==> config.mk <==
export PLATFORM = sky130hd
export DESIGN_NAME = arp_hdr_parser
export DESIGN_NICKNAME = d
export VERILOG_FILES = /design/src/rtl/arp_hdr_parser.sv
export SDC_FILE = /design/constraint.sdc
export NUM_CORES = 1
export LEC_CHECK = 0
export ABC_AREA = 1
export BUFFER_PORTS_ARGS = -buffer_cell sky130_fd_sc_hd__buf_2
export CAP_MARGIN = 5
export CORE_AREA = 2 2 251 253
export CTS_CLUSTER_DIAMETER = 150
export DETAILED_ROUTE_END_ITERATION = 8
export DIE_AREA = 0 0 253 255
export PLACE_DENSITY = 0.55
export SLEW_MARGIN = 20
export SYNTH_ARGS = -nofsm -noshare
export SYNTH_HDL_FRONTEND = slang
export SYNTH_SLANG_ARGS = --single-unit
==> constraint.sdc <==
create_clock -name clk -period 2.8 [get_ports clk]
set_clock_uncertainty 0.1 [all_clocks]
set_input_delay 0.28 -clock clk [delete_from_list [all_inputs] [get_ports clk]]
set_output_delay 0.28 -clock clk [all_outputs]
set_load 0.005 [all_outputs]
==> src/rtl/arp_hdr_parser.sv <==
// rtl/arp_hdr_parser.sv - passive ARP header tap: validates frames, issues CAM lookups, counts outcomes
module arp_hdr_parser #(
    parameter int C_S_AXIS_DATA_WIDTH  = 256,
    parameter int C_S_AXIS_TUSER_WIDTH = 128,
    parameter int TIMEOUT_CYCLES       = 64
) (
    input  logic                               clk,
    input  logic                               reset,
    input  logic [C_S_AXIS_DATA_WIDTH-1:0]     s_axis_tdata,
    input  logic [C_S_AXIS_DATA_WIDTH/8-1:0]   s_axis_tkeep,
    input  logic [C_S_AXIS_TUSER_WIDTH-1:0]    s_axis_tuser,
    input  logic                               s_axis_tvalid,
    input  logic                               s_axis_tready,
    input  logic                               s_axis_tlast,
    output logic [31:0]                        src_ip,
    output logic [31:0]                        dst_ip,
    output logic [47:0]                        src_mac,
    output logic [15:0]                        opcode,
    output logic                               look_req,
    input  logic                               lookup_done,
    output logic                               lookup_timeout,
    output logic [31:0]                        arp_count,
    output logic [31:0]                        drop_count,
    output logic [31:0]                        bad_count
);

    localparam int TCNT_W = $clog2(TIMEOUT_CYCLES) + 1;
    localparam logic [TCNT_W-1:0] TCNT_LAST = TCNT_W'(TIMEOUT_CYCLES - 1);

    typedef enum logic [1:0] {IDLE, CAPTURE, REQ, WAIT_DONE} state_t;

    state_t              state, state_nx;
    logic [1:0]          beat_idx;
    logic                resync;
    logic                cand;
    logic                hdr_ok;
    logic [47:0]         cap_sha;
    logic [31:0]         cap_spa;
    logic [15:0]         cap_oper;
    logic [TCNT_W-1:0]   tcnt;

    logic                accept, beat0, beat1, arp_beat0, frame_done, frame_ok, bad_evt;
    logic                hdr_ok_now, issue, drop, expire, release_busy;
    logic [15:0]         ethertype, htype, ptype, oper;
    logic [7:0]          hlen, plen;
    logic [47:0]         sha;
    logic [31:0]         spa, tpa;
    logic                unused_bits;

    assign unused_bits = ^{s_axis_tuser, s_axis_tdata, s_axis_tkeep};

    assign ethertype = {s_axis_tdata[8*12 +: 8], s_axis_tdata[8*13 +: 8]};
    assign htype     = {s_axis_tdata[8*14 +: 8], s_axis_tdata[8*15 +: 8]};
    assign ptype     = {s_axis_tdata[8*16 +: 8], s_axis_tdata[8*17 +: 8]};
    assign hlen      = s_axis_tdata[8*18 +: 8];
    assign plen      = s_axis_tdata[8*19 +: 8];
    assign oper      = {s_axis_tdata[8*20 +: 8], s_axis_tdata[8*21 +: 8]};
    assign sha       = {s_axis_tdata[8*22 +: 8], s_axis_tdata[8*23 +: 8], s_axis_tdata[8*24 +: 8],
                        s_axis_tdata[8*25 +: 8], s_axis_tdata[8*26 +: 8], s_axis_tdata[8*27 +: 8]};
    assign spa       = {s_axis_tdata[8*28 +: 8], s_axis_tdata[8*29 +: 8],
                        s_axis_tdata[8*30 +: 8], s_axis_tdata[8*31 +: 8]};
    assign tpa       = {s_axis_tdata[8*6 +: 8], s_axis_tdata[8*7 +: 8],
                        s_axis_tdata[8*8 +: 8], s_axis_tdata[8*9 +: 8]};

    // After reset the tap is blind until a tlast realigns it to a packet boundary.
    assign accept     = s_axis_tvalid & s_axis_tready;
    assign beat0      = accept & ~resync & (beat_idx == 2'd0);
    assign beat1      = accept & ~resync & (beat_idx == 2'd1);
    assign arp_beat0  = beat0 & (ethertype == 16'h0806);
    assign hdr_ok_now = (htype == 16'h0001) && (ptype == 16'h0800) && (hlen == 8'd6) &&
                        (plen == 8'd4) && ((oper == 16'h0001) || (oper == 16'h0002));
    assign frame_done = beat1 & cand;
    assign frame_ok   = frame_done & hdr_ok & (&s_axis_tkeep[9:0]);
    assign bad_evt    = (arp_beat0 & s_axis_tlast) | (frame_done & ~frame_ok);

    assign look_req   = (state == REQ);

    function automatic logic [31:0] sat_inc(input logic [31:0] c);
        return (c == 32'hFFFF_FFFF) ? c : c + 32'd1;
    endfunction

    always_comb begin
        state_nx     = state;
        issue        = 1'b0;
        drop         = 1'b0;
        expire       = (state == WAIT_DONE) && (tcnt == TCNT_LAST) && !lookup_done;
        release_busy = (state == WAIT_DONE) && (lookup_done || expire);
        case (state)
            IDLE: begin
                if (frame_ok)
                    issue = 1'b1;
                else if (arp_beat0 && !s_axis_tlast)
                    state_nx = CAPTURE;
            end
            CAPTURE: begin
                if (frame_ok)
                    issue = 1'b1;
                else if (frame_done)
                    state_nx = IDLE;
            end
            REQ: begin
                state_nx = WAIT_DONE;
                drop     = frame_ok;
            end
            WAIT_DONE: begin
                if (release_busy) begin
                    if (frame_ok)
                        issue = 1'b1;
                    else
                        state_nx = IDLE;
                end else begin
                    drop = frame_ok;
                end
            end
            default: state_nx = IDLE;
        endcase
        if (issue)
            state_nx = REQ;
    end

    always_ff @(posedge clk) begin
        if (!reset) begin
            state          <= IDLE;
            beat_idx       <= 2'd0;
            resync         <= 1'b1;
            cand           <= 1'b0;
            hdr_ok         <= 1'b0;
            cap_sha        <= '0;
            cap_spa        <= '0;
            cap_oper       <= '0;
            tcnt           <= '0;
            lookup_timeout <= 1'b0;
            src_ip         <= '0;
            dst_ip         <= '0;
            src_mac        <= '0;
            opcode         <= '0;
            arp_count      <= '0;
            drop_count     <= '0;
            bad_count      <= '0;
        end else begin
            state          <= state_nx;
            lookup_timeout <= expire;
            tcnt           <= (state == WAIT_DONE && state_nx == WAIT_DONE) ? tcnt + 1'b1 : '0;

            if (accept) begin
                if (s_axis_tlast) begin
                    beat_idx <= 2'd0;
                    resync   <= 1'b0;
                end else if (beat_idx != 2'd2) begin
                    beat_idx <= beat_idx + 2'd1;
                end
            end

            // Shadow capture runs even while busy so a later frame can be judged; held outputs stay put.
            if (arp_beat0) begin
                cand     <= !s_axis_tlast;
                hdr_ok   <= hdr_ok_now;
                cap_sha  <= sha;
                cap_spa  <= spa;
                cap_oper <= oper;
            end else if (frame_done) begin
                cand <= 1'b0;
            end

            if (issue) begin
                src_ip    <= cap_spa;
                dst_ip    <= tpa;
                src_mac   <= cap_sha;
                opcode    <= cap_oper;
                arp_count <= sat_inc(arp_count);
            end
            if (drop)
                drop_count <= sat_inc(drop_count);
            if (bad_evt)
                bad_count <= sat_inc(bad_count);
        end
    end

endmodule

==> reports/qor.csv, run 1 <==
stage;metric;value;unit
setup_path;WP data arrival;2.84;ns
die;die area;64500;um^2
sta;fin crit share;0.881;
clock_network;CTS Buffer Depth;3;
clock_network;Sink Count;335;
setup_path;FF-to-FF setup slack;0.33;ns
setup_path;RR Endpoint;bad_count[21]$_SDFFE_PN0P_;
power;Peak supply drop;0.413;mV
placement;port buffer count;433;
power;clock share of power;0.500;
min_path;worst hold path startpoint;reset;
detailed_routing;Wirelength per Cell;14.3;um
logic_synthesis;Seq/Total Area, Yosys;0.455;
finish;fraction of layout cells with a size suffix above 1;0.215;
logic_synthesis;synth unique cells;36;
clock_network;clk_lat worst skew;0.55;ns
clock_network;htree depth;2;
sta;Least-Margin Pin Slew;0.533;ns
sta;Final Max Tran Viols;0;
logic_synthesis;Mapped Nets;2491;
sta;f_max;406;MHz
global_routing;total grt overflow;0;
run;Max-cap violations;0;
power;Psw;2.35;mW
power;P_leak;8.30;nW
global_routing;vias in the first global route;14059;
finish;ant diodes;0;
min_path;Worst Hold End;resync$_SDFFE_PN1P_;
power;Tot Pwr;10.5;mW
setup_path;Critical-path top delay cell;buf_4;
setup_path;CP Class;register to register;
logic_synthesis;cell area after synthesis;14700;um^2
finish;fin nets;3026;
detailed_routing;initial DRC count;778;
power;combinational fraction of design power;0.044;
logic_synthesis;Seq cells post-synth;335;
sta;RSZ-0062 raised after global routing;false;
sta;sum of negative setup slack;0;ns
placement;Placement Setup Slack;0.298;ns
status;outcome;complete, no violations;
clock_network;CTS tree;built;
detailed_routing;first-pass detailed-route iteration total;5;
logic_synthesis;syn_area_per_cell;7.14;um^2
sta;Setup-failing EPs final;0;
detailed_routing;Via density;4.37;
clock_network;root buf cell;clkbuf_16;
power;Int Pwr;8.13;mW
detailed_routing;DRT Wirelength;48.8;mm
min_path;worst hold path class;input pin to register;
logic_synthesis;asr flop ratio synth;0;
setup_path;reg2reg start;beat_idx[0]$_SDFFE_PN0P_;
power;switching part of the total power;0.224;
min_path;WHS Path Cells;2;
clock_network;Clock transition at path regs;0.06;ns
setup_path;crit end category;register;
placement;Placer Congestion;0.857;
setup_path;worst-path fanout max;32;
global_routing;antenna violations before repair;2;
setup_path;crit start category;register;
placement;Detailed Place HPWL;34.8;mm
die;Initial Util;0.237;
sta;relative slew slack;0.645;
clock_network;Post-CTS Setup Inserts;0;
setup_path;Data required, critical path;3.18;ns
sta;fin worst setup slack;0.334;ns
setup_path;FF-to-FF path depth;11;
finish;synthesis-to-finish area growth;38.1;%
clock_network;CTS Buf Count;41;
clock_network;hold_buf cts;132;
finish;post-layout util;0.327;
global_routing;first-pass GRT wire length;75.7;mm
die;IO Count;648;
logic_synthesis;total number of yosys warnings;0;
power;sequential power share;0.455;
detailed_routing;via count;14945;
detailed_routing;antenna-violating nets left;0;
logic_synthesis;Post-synth top flop;dfxtp_1;
global_routing;pin count of the biggest net entering global routing;88;
setup_path;Crit path largest cell delay;0.36;ns
setup_path;Cell Chain, Critical Path;inv_1 > ha_1 > inv_1 > nor2_1 > nand4_1 > nor2_1 > nand3_1 > nand2_2 > buf_4 > nand3_1 > a21oi_1;
clock_network;Post-CTS Resized;0;
logic_synthesis;post-synthesis cell count;2062;
power;Power Dens Cells;515;nW/um^2
logic_synthesis;number of synthesized flops with an enable pin;0;
die;core region area;62200;um^2
global_routing;GRT Overall Usage;0.146;
die;row count;92;
detailed_routing;drt drc;0;
die;die width;253;um
sta;minimum clock period after layout;2.47;ns
die;die height;255;um
sta;Final Hold Viols;0;
==> cell type report <==
class | instances | area (um^2)
multi-input cells | 1459 | 6900
clock buffers | 56 | 1170
inverters | 162 | 613
well taps | 799 | 1000
flip-flops and latches | 335 | 6710
repair buffers | 598 | 3830
clock inverters | 11 | 120
fillers | 6689 | 41800
==> layout by cell type, fill, tap and decap left out, types with 3 or more instances in the layout <==
cell           Yosys  routed
nor2_2             7       7
clkbuf_8           0       9
ha_1               7       7
xor2_1            30      30
nand2_1          416     415
xnor2_1           10      10
inv_2              4       5
buf_2             21     432
nor2_1           269     269
nand3b_1          33      33
inv_6              0       3
a21oi_1          278     278
nand2_2           10      10
buf_12             0       7
dlygate4sd3_1      0     132
clkbuf_16          0      41
clkbuf_1          67       6
nand3_1          109     109
nor3_1            13      13
nand4_1            9       9
o21ai_0          230     230
buf_4              6      26
dfxtp_1          335     335
nor2_4             7       7
inv_1            156     156
nor4_1            10      10
o21bai_1           7       7
clkinv_2           1       5
==> how the worst max path moves through the flow <==
| stage | start | endpoint |
|---|---|---|
| final | beat_idx[0]$_SDFFE_PN0P_ | bad_count[21]$_SDFFE_PN0P_ |
| after global routing | beat_idx[1]$_SDFFE_PN0P_ | bad_count[2]$_SDFFE_PN0P_ |
| after CTS | beat_idx[0]$_SDFFE_PN0P_ | bad_count[31]$_SDFFE_PN0P_ |
| after detailed placement | s_axis_tdata[103] | bad_count[31]$_SDFFE_PN0P_ |
| after global placement | s_axis_tdata[103] | bad_count[28]$_SDFFE_PN0P_ |
| after floorplan | bad_count[0]$_SDFFE_PN0P_ | bad_count[10]$_SDFFE_PN0P_ |
==> Yosys cell counts, types with 13 or more instances <==
| cell type | count | share of area |
|---|---|---|
| a21oi_1 | 278 | 0.094 |
| buf_2 | 21 | 0.0071 |
| clkbuf_1 | 67 | 0.017 |
| dfxtp_1 | 335 | 0.46 |
| inv_1 | 156 | 0.040 |
| nand2_1 | 416 | 0.11 |
| nand3_1 | 109 | 0.037 |
| nand3b_1 | 33 | 0.017 |
| nor2_1 | 269 | 0.069 |
| nor3_1 | 13 | 0.0044 |
| o21ai_0 | 230 | 0.078 |
| xor2_1 | 30 | 0.018 |
==> metal layers <==
layer	share of wire	GRT usage	wire length, um
met1	0.45	0.186	22000
met2	0.44	0.235	21600
met3	0.080	0.0461	3910
met4	0.025	0.0441	1220
met5	0.00049	0	24
==> logic make-up (layout without fill, tap and decap cells) <==
group	count (synthesis)	in the layout	share of synthesized area
AOI/OAI and AO/OA	519	519	0.178
xor gates and xnor gates	40	40	0.0238
buffers and inverters	268	827	0.0768
and+or+nand+nor	893	893	0.260
DFF	335	335	0.455
adders and majority gates	7	7	0.00595
==> worst max-delay path, delay by kind of cell, from the launching register on <==
family	cells	cell delay [ns]
AND/OR/NAND/NOR	6	1.10
buffers and inverters	3	0.54
flip-flops	1	0.33
adder cells (fa/ha/maj)	1	0.16
AO/OA/AOI/OAI	1	0.16
==> power by group through the flow <==
stage | logic [mW] | registers [mW] | clock network [mW]
3_3_place_gp | 0.315 | 4.88 | 0
5_1_grt | 0.515 | 4.77 | 5.60
6_report | 0.465 | 4.77 | 5.24
3_5_place_dp | 0.316 | 4.88 | 0
2_1_floorplan | 0.118 | 4.87 | 0
4_1_cts | 0.466 | 4.77 | 5.43
==> metrics by stage <==
step / cells / hold WS (ns) / instance area [um^2]
after detailed placement: 3221 / 0.339 / 17700
final: 3420 / 0.0361 / 20300
after global routing: 3420 / 0.0712 / 20300
after floorplan: 2062 / 0.259 / 14700
after CTS: 3420 / 0.00845 / 20300
after global placement: 3221 / 0.334 / 17700
==> registers in the layout, indices dropped and copies added (netlist names), 7 cells and up <==
signal / flops
bad_count: 32
src_mac: 48
drop_count: 32
opcode: 16
arp_count: 32
cap_oper: 16
tcnt: 7
cap_spa: 32
src_ip: 32
cap_sha: 48
dst_ip: 32
(Power assumes the default switching activity.)
==> inputs of run 2 (changes only) <==
- CORE_AREA: 2 2 251 253 -> 2 2 252 254
- DIE_AREA: 0 0 253 255 -> 0 0 254 256
- PLACE_DENSITY: 0.55 -> 0.56
- clock period: 2.8 -> 2.1 ns (I/O delays scaled with it)
==> reports/qor.csv, run 2 (synthesis gave the netlist of run 1 again) <==
stage;metric;value;unit;change
setup_path;CP Class;register to register;;
clock_network;CTS tree;built;;
setup_path;Cell Chain, Critical Path;nand2_1 > nor2_2 > nand2_2 > nor2_4 > nand4_4 > buf_8 > nand3_1 > a21oi_2;;
clock_network;htree depth;2;;unchanged
sta;RSZ-0062 raised after global routing;true;;
global_routing;pin count of the biggest net entering global routing;51;;-42%
finish;biggest regs;cap_sha: 48 flops, src_mac: 48 flops;;
die;die area;65000;um^2;+0.79%
finish;Fill cells;6681;;-0.12%
finish;leading cell type in the layout, fill and taps excluded;buf_2;;
die;row count;92;;unchanged
min_path;worst hold path class;input pin to register;;
detailed_routing;DRT Wirelength;53.3;mm;+9.1%
setup_path;Critical-path top delay cell;dfxtp_1;;
clock_network;CTS Buffer Depth;3;;unchanged
die;core region area;62400;um^2;+0.37%
power;Power Dens Cells;651;nW/um^2;+26%
placement;Placer Congestion;0.854;;-0.33%
setup_path;RR Endpoint;bad_count[15]$_SDFFE_PN0P_;;
power;P_leak;9.09;nW;+9.5%
die;die width;254;um;+0.40%
sta;minimum clock period after layout;2.02;ns;-0.447 ns
sta;fin worst setup slack;0.0812;ns;-0.253 ns
setup_path;reg2reg start;bad_count[6]$_SDFFE_PN0P_;;
setup_path;Crit path largest cell delay;0.46;ns;+0.10 ns
detailed_routing;Via density;4.36;;-0.21%
setup_path;Top delay family on crit path;simple AND/OR/NAND/NOR gates;;
clock_network;Clock transition at path regs;0.06;ns;about the same
detailed_routing;antenna-violating nets left;0;;unchanged
global_routing;antenna violations before repair;2;;unchanged
run;Max-cap violations;0;;unchanged
clock_network;root buf cell;clkbuf_16;;
sta;fin crit share;0.961;;+0.0806
global_routing;first-pass GRT wire length;79.7;mm;+5.3%
finish;synthesis-to-finish area growth;49.4;%;
min_path;worst hold path startpoint;s_axis_tdata[115];;
min_path;WHS Path Cells;6;;+4
setup_path;worst-path fanout max;32;;unchanged
status;outcome;complete, no violations;;
die;IO Count;648;;unchanged
setup_path;Crit. path cell count;8;;-3
sta;Least-Margin Pin Slew;0.467;ns;-0.0665 ns
placement;port buffer count;433;;unchanged
clock_network;CTS Buf Count;41;;unchanged
die;Initial Util;0.236;;-0.000874
sta;Final Max Tran Viols;0;;unchanged
setup_path;Data required, critical path;2.43;ns;-0.75 ns
setup_path;crit end category;register;;
sta;Final Hold Viols;0;;unchanged
setup_path;FF-to-FF path depth;8;;-3
global_routing;vias in the first global route;14856;;+5.7%
setup_path;crit start category;register;;
finish;fraction of layout cells with a size suffix above 1;0.264;;+0.0490
die;die height;256;um;+0.39%
setup_path;FF-to-FF setup slack;0.08;ns;-0.25 ns
placement;Detailed Place HPWL;37.3;mm;+7.3%
global_routing;total grt overflow;0;;unchanged
detailed_routing;first-pass detailed-route iteration total;5;;unchanged
clock_network;clk_lat worst skew;0.56;ns;about the same
sta;relative slew slack;0.687;;+0.0419
detailed_routing;drt drc;0;;unchanged
setup_path;CP Buf/Inv Count;1;;-2
sta;Hold WS;0.0865;ns;+0.0504 ns
finish;area occupied by multi-input gates;7140;um^2;+3.4%
finish;most frequent cells in the layout;buf_2 (432), nand2_1 (413), dfxtp_1 (332), a21oi_1 (268), nor2_1 (267);;
sta;f_max;495;MHz;+22%
detailed_routing;initial DRC count;750;;-3.6%
finish;FF+latch area;6710;um^2;about the same
setup_path;WP data arrival;2.35;ns;-0.49 ns
detailed_routing;via count;15711;;+5.1%
finish;fin nets;3154;;+4.2%
sta;sum of negative setup slack;0;ns;unchanged
placement;Placement Setup Slack;-0.156;ns;-0.455 ns
detailed_routing;Wirelength per Cell;14.8;um;+3.6%
global_routing;GRT Overall Usage;0.153;;+0.00709
power;Peak supply drop;0.744;mV;+80%
clock_network;Sink Count;335;;unchanged
min_path;Worst Hold End;hdr_ok$_SDFFE_PN0N_;;
sta;Setup-failing EPs final;0;;unchanged
run 2: worst max-delay path by stage:
stage / startpoint / to / slack [ns]
floorplan: bad_count[0]$_SDFFE_PN0P_ / bad_count[10]$_SDFFE_PN0P_ / 0.21
global placement: beat_idx[0]$_SDFFE_PN0P_ / bad_count[10]$_SDFFE_PN0P_ / -0.07
detailed placement: beat_idx[0]$_SDFFE_PN0P_ / bad_count[3]$_SDFFE_PN0P_ / -0.16
CTS: beat_idx[1]$_SDFFE_PN0P_ / arp_count[19]$_SDFFE_PN0P_ / 0.004
global route: bad_count[6]$_SDFFE_PN0P_ / bad_count[15]$_SDFFE_PN0P_ / -0.04
finish: bad_count[6]$_SDFFE_PN0P_ / bad_count[15]$_SDFFE_PN0P_ / 0.08
run 2: through the flow:
step | instance area [um^2] | cells | utilization | power (mW)
after floorplan | 14700 | 2062 | - | 6.66
after global placement | 18700 | 3374 | 0.299 | 6.95
after detailed placement | 18700 | 3374 | 0.299 | 6.95
after CTS | 21400 | 3582 | 0.343 | 14.5
after global routing | 22000 | 3603 | 0.353 | 14.8
final | 22000 | 3603 | 0.353 | 14.3
run 2: area by class of cell:
| cell class | instances | share of cell area |
|---|---|---|
| multi-input cells | 1460 | 0.324 |
| flip-flops and latches | 335 | 0.305 |
| clock inverters | 8 | 0.00540 |
| well taps | 846 | 0.0481 |
| repair buffers | 725 | 0.231 |
| inverters | 162 | 0.0282 |
| diodes | 1 | 0.000114 |
| clock buffers | 66 | 0.0578 |
run 2: worst reg2reg max path, stage by stage, from the launching register on:
cell and delay [ns]:
dfxtp_1 0.46, nand2_1 0.13, nor2_2 0.19, nand2_2 0.12, nor2_4 0.18, nand4_4 0.21, buf_8 0.28, nand3_1 0.16
a21oi_2 0.06
run 2: per-layer routing:
| layer | GRT usage | wire (um) | vias to the layer above |
|---|---|---|---|
| li1 | - | - | 8078 |
| met5 | 0 | 0 | - |
| met1 | 0.193 | 23700 | 7082 |
| met3 | 0.0443 | 4110 | 73 |
| met2 | 0.249 | 24100 | 478 |
| met4 | 0.0487 | 1310 | 0 |
run 2: timing repair:
action	in CTS	in global routing
gates cloned	0	7
setup endpoints to repair	36	264
buffers inserted	0	13
resized for setup	6	82
hold buffers	134	0
endpoints found under the hold margin	146	0
pin swaps	0	34
run 2: where the power goes:
part	internal [mW]	switching, mW
clock	4.39	2.91
combinational	0.377	0.286
sequential	6.36	0.00266
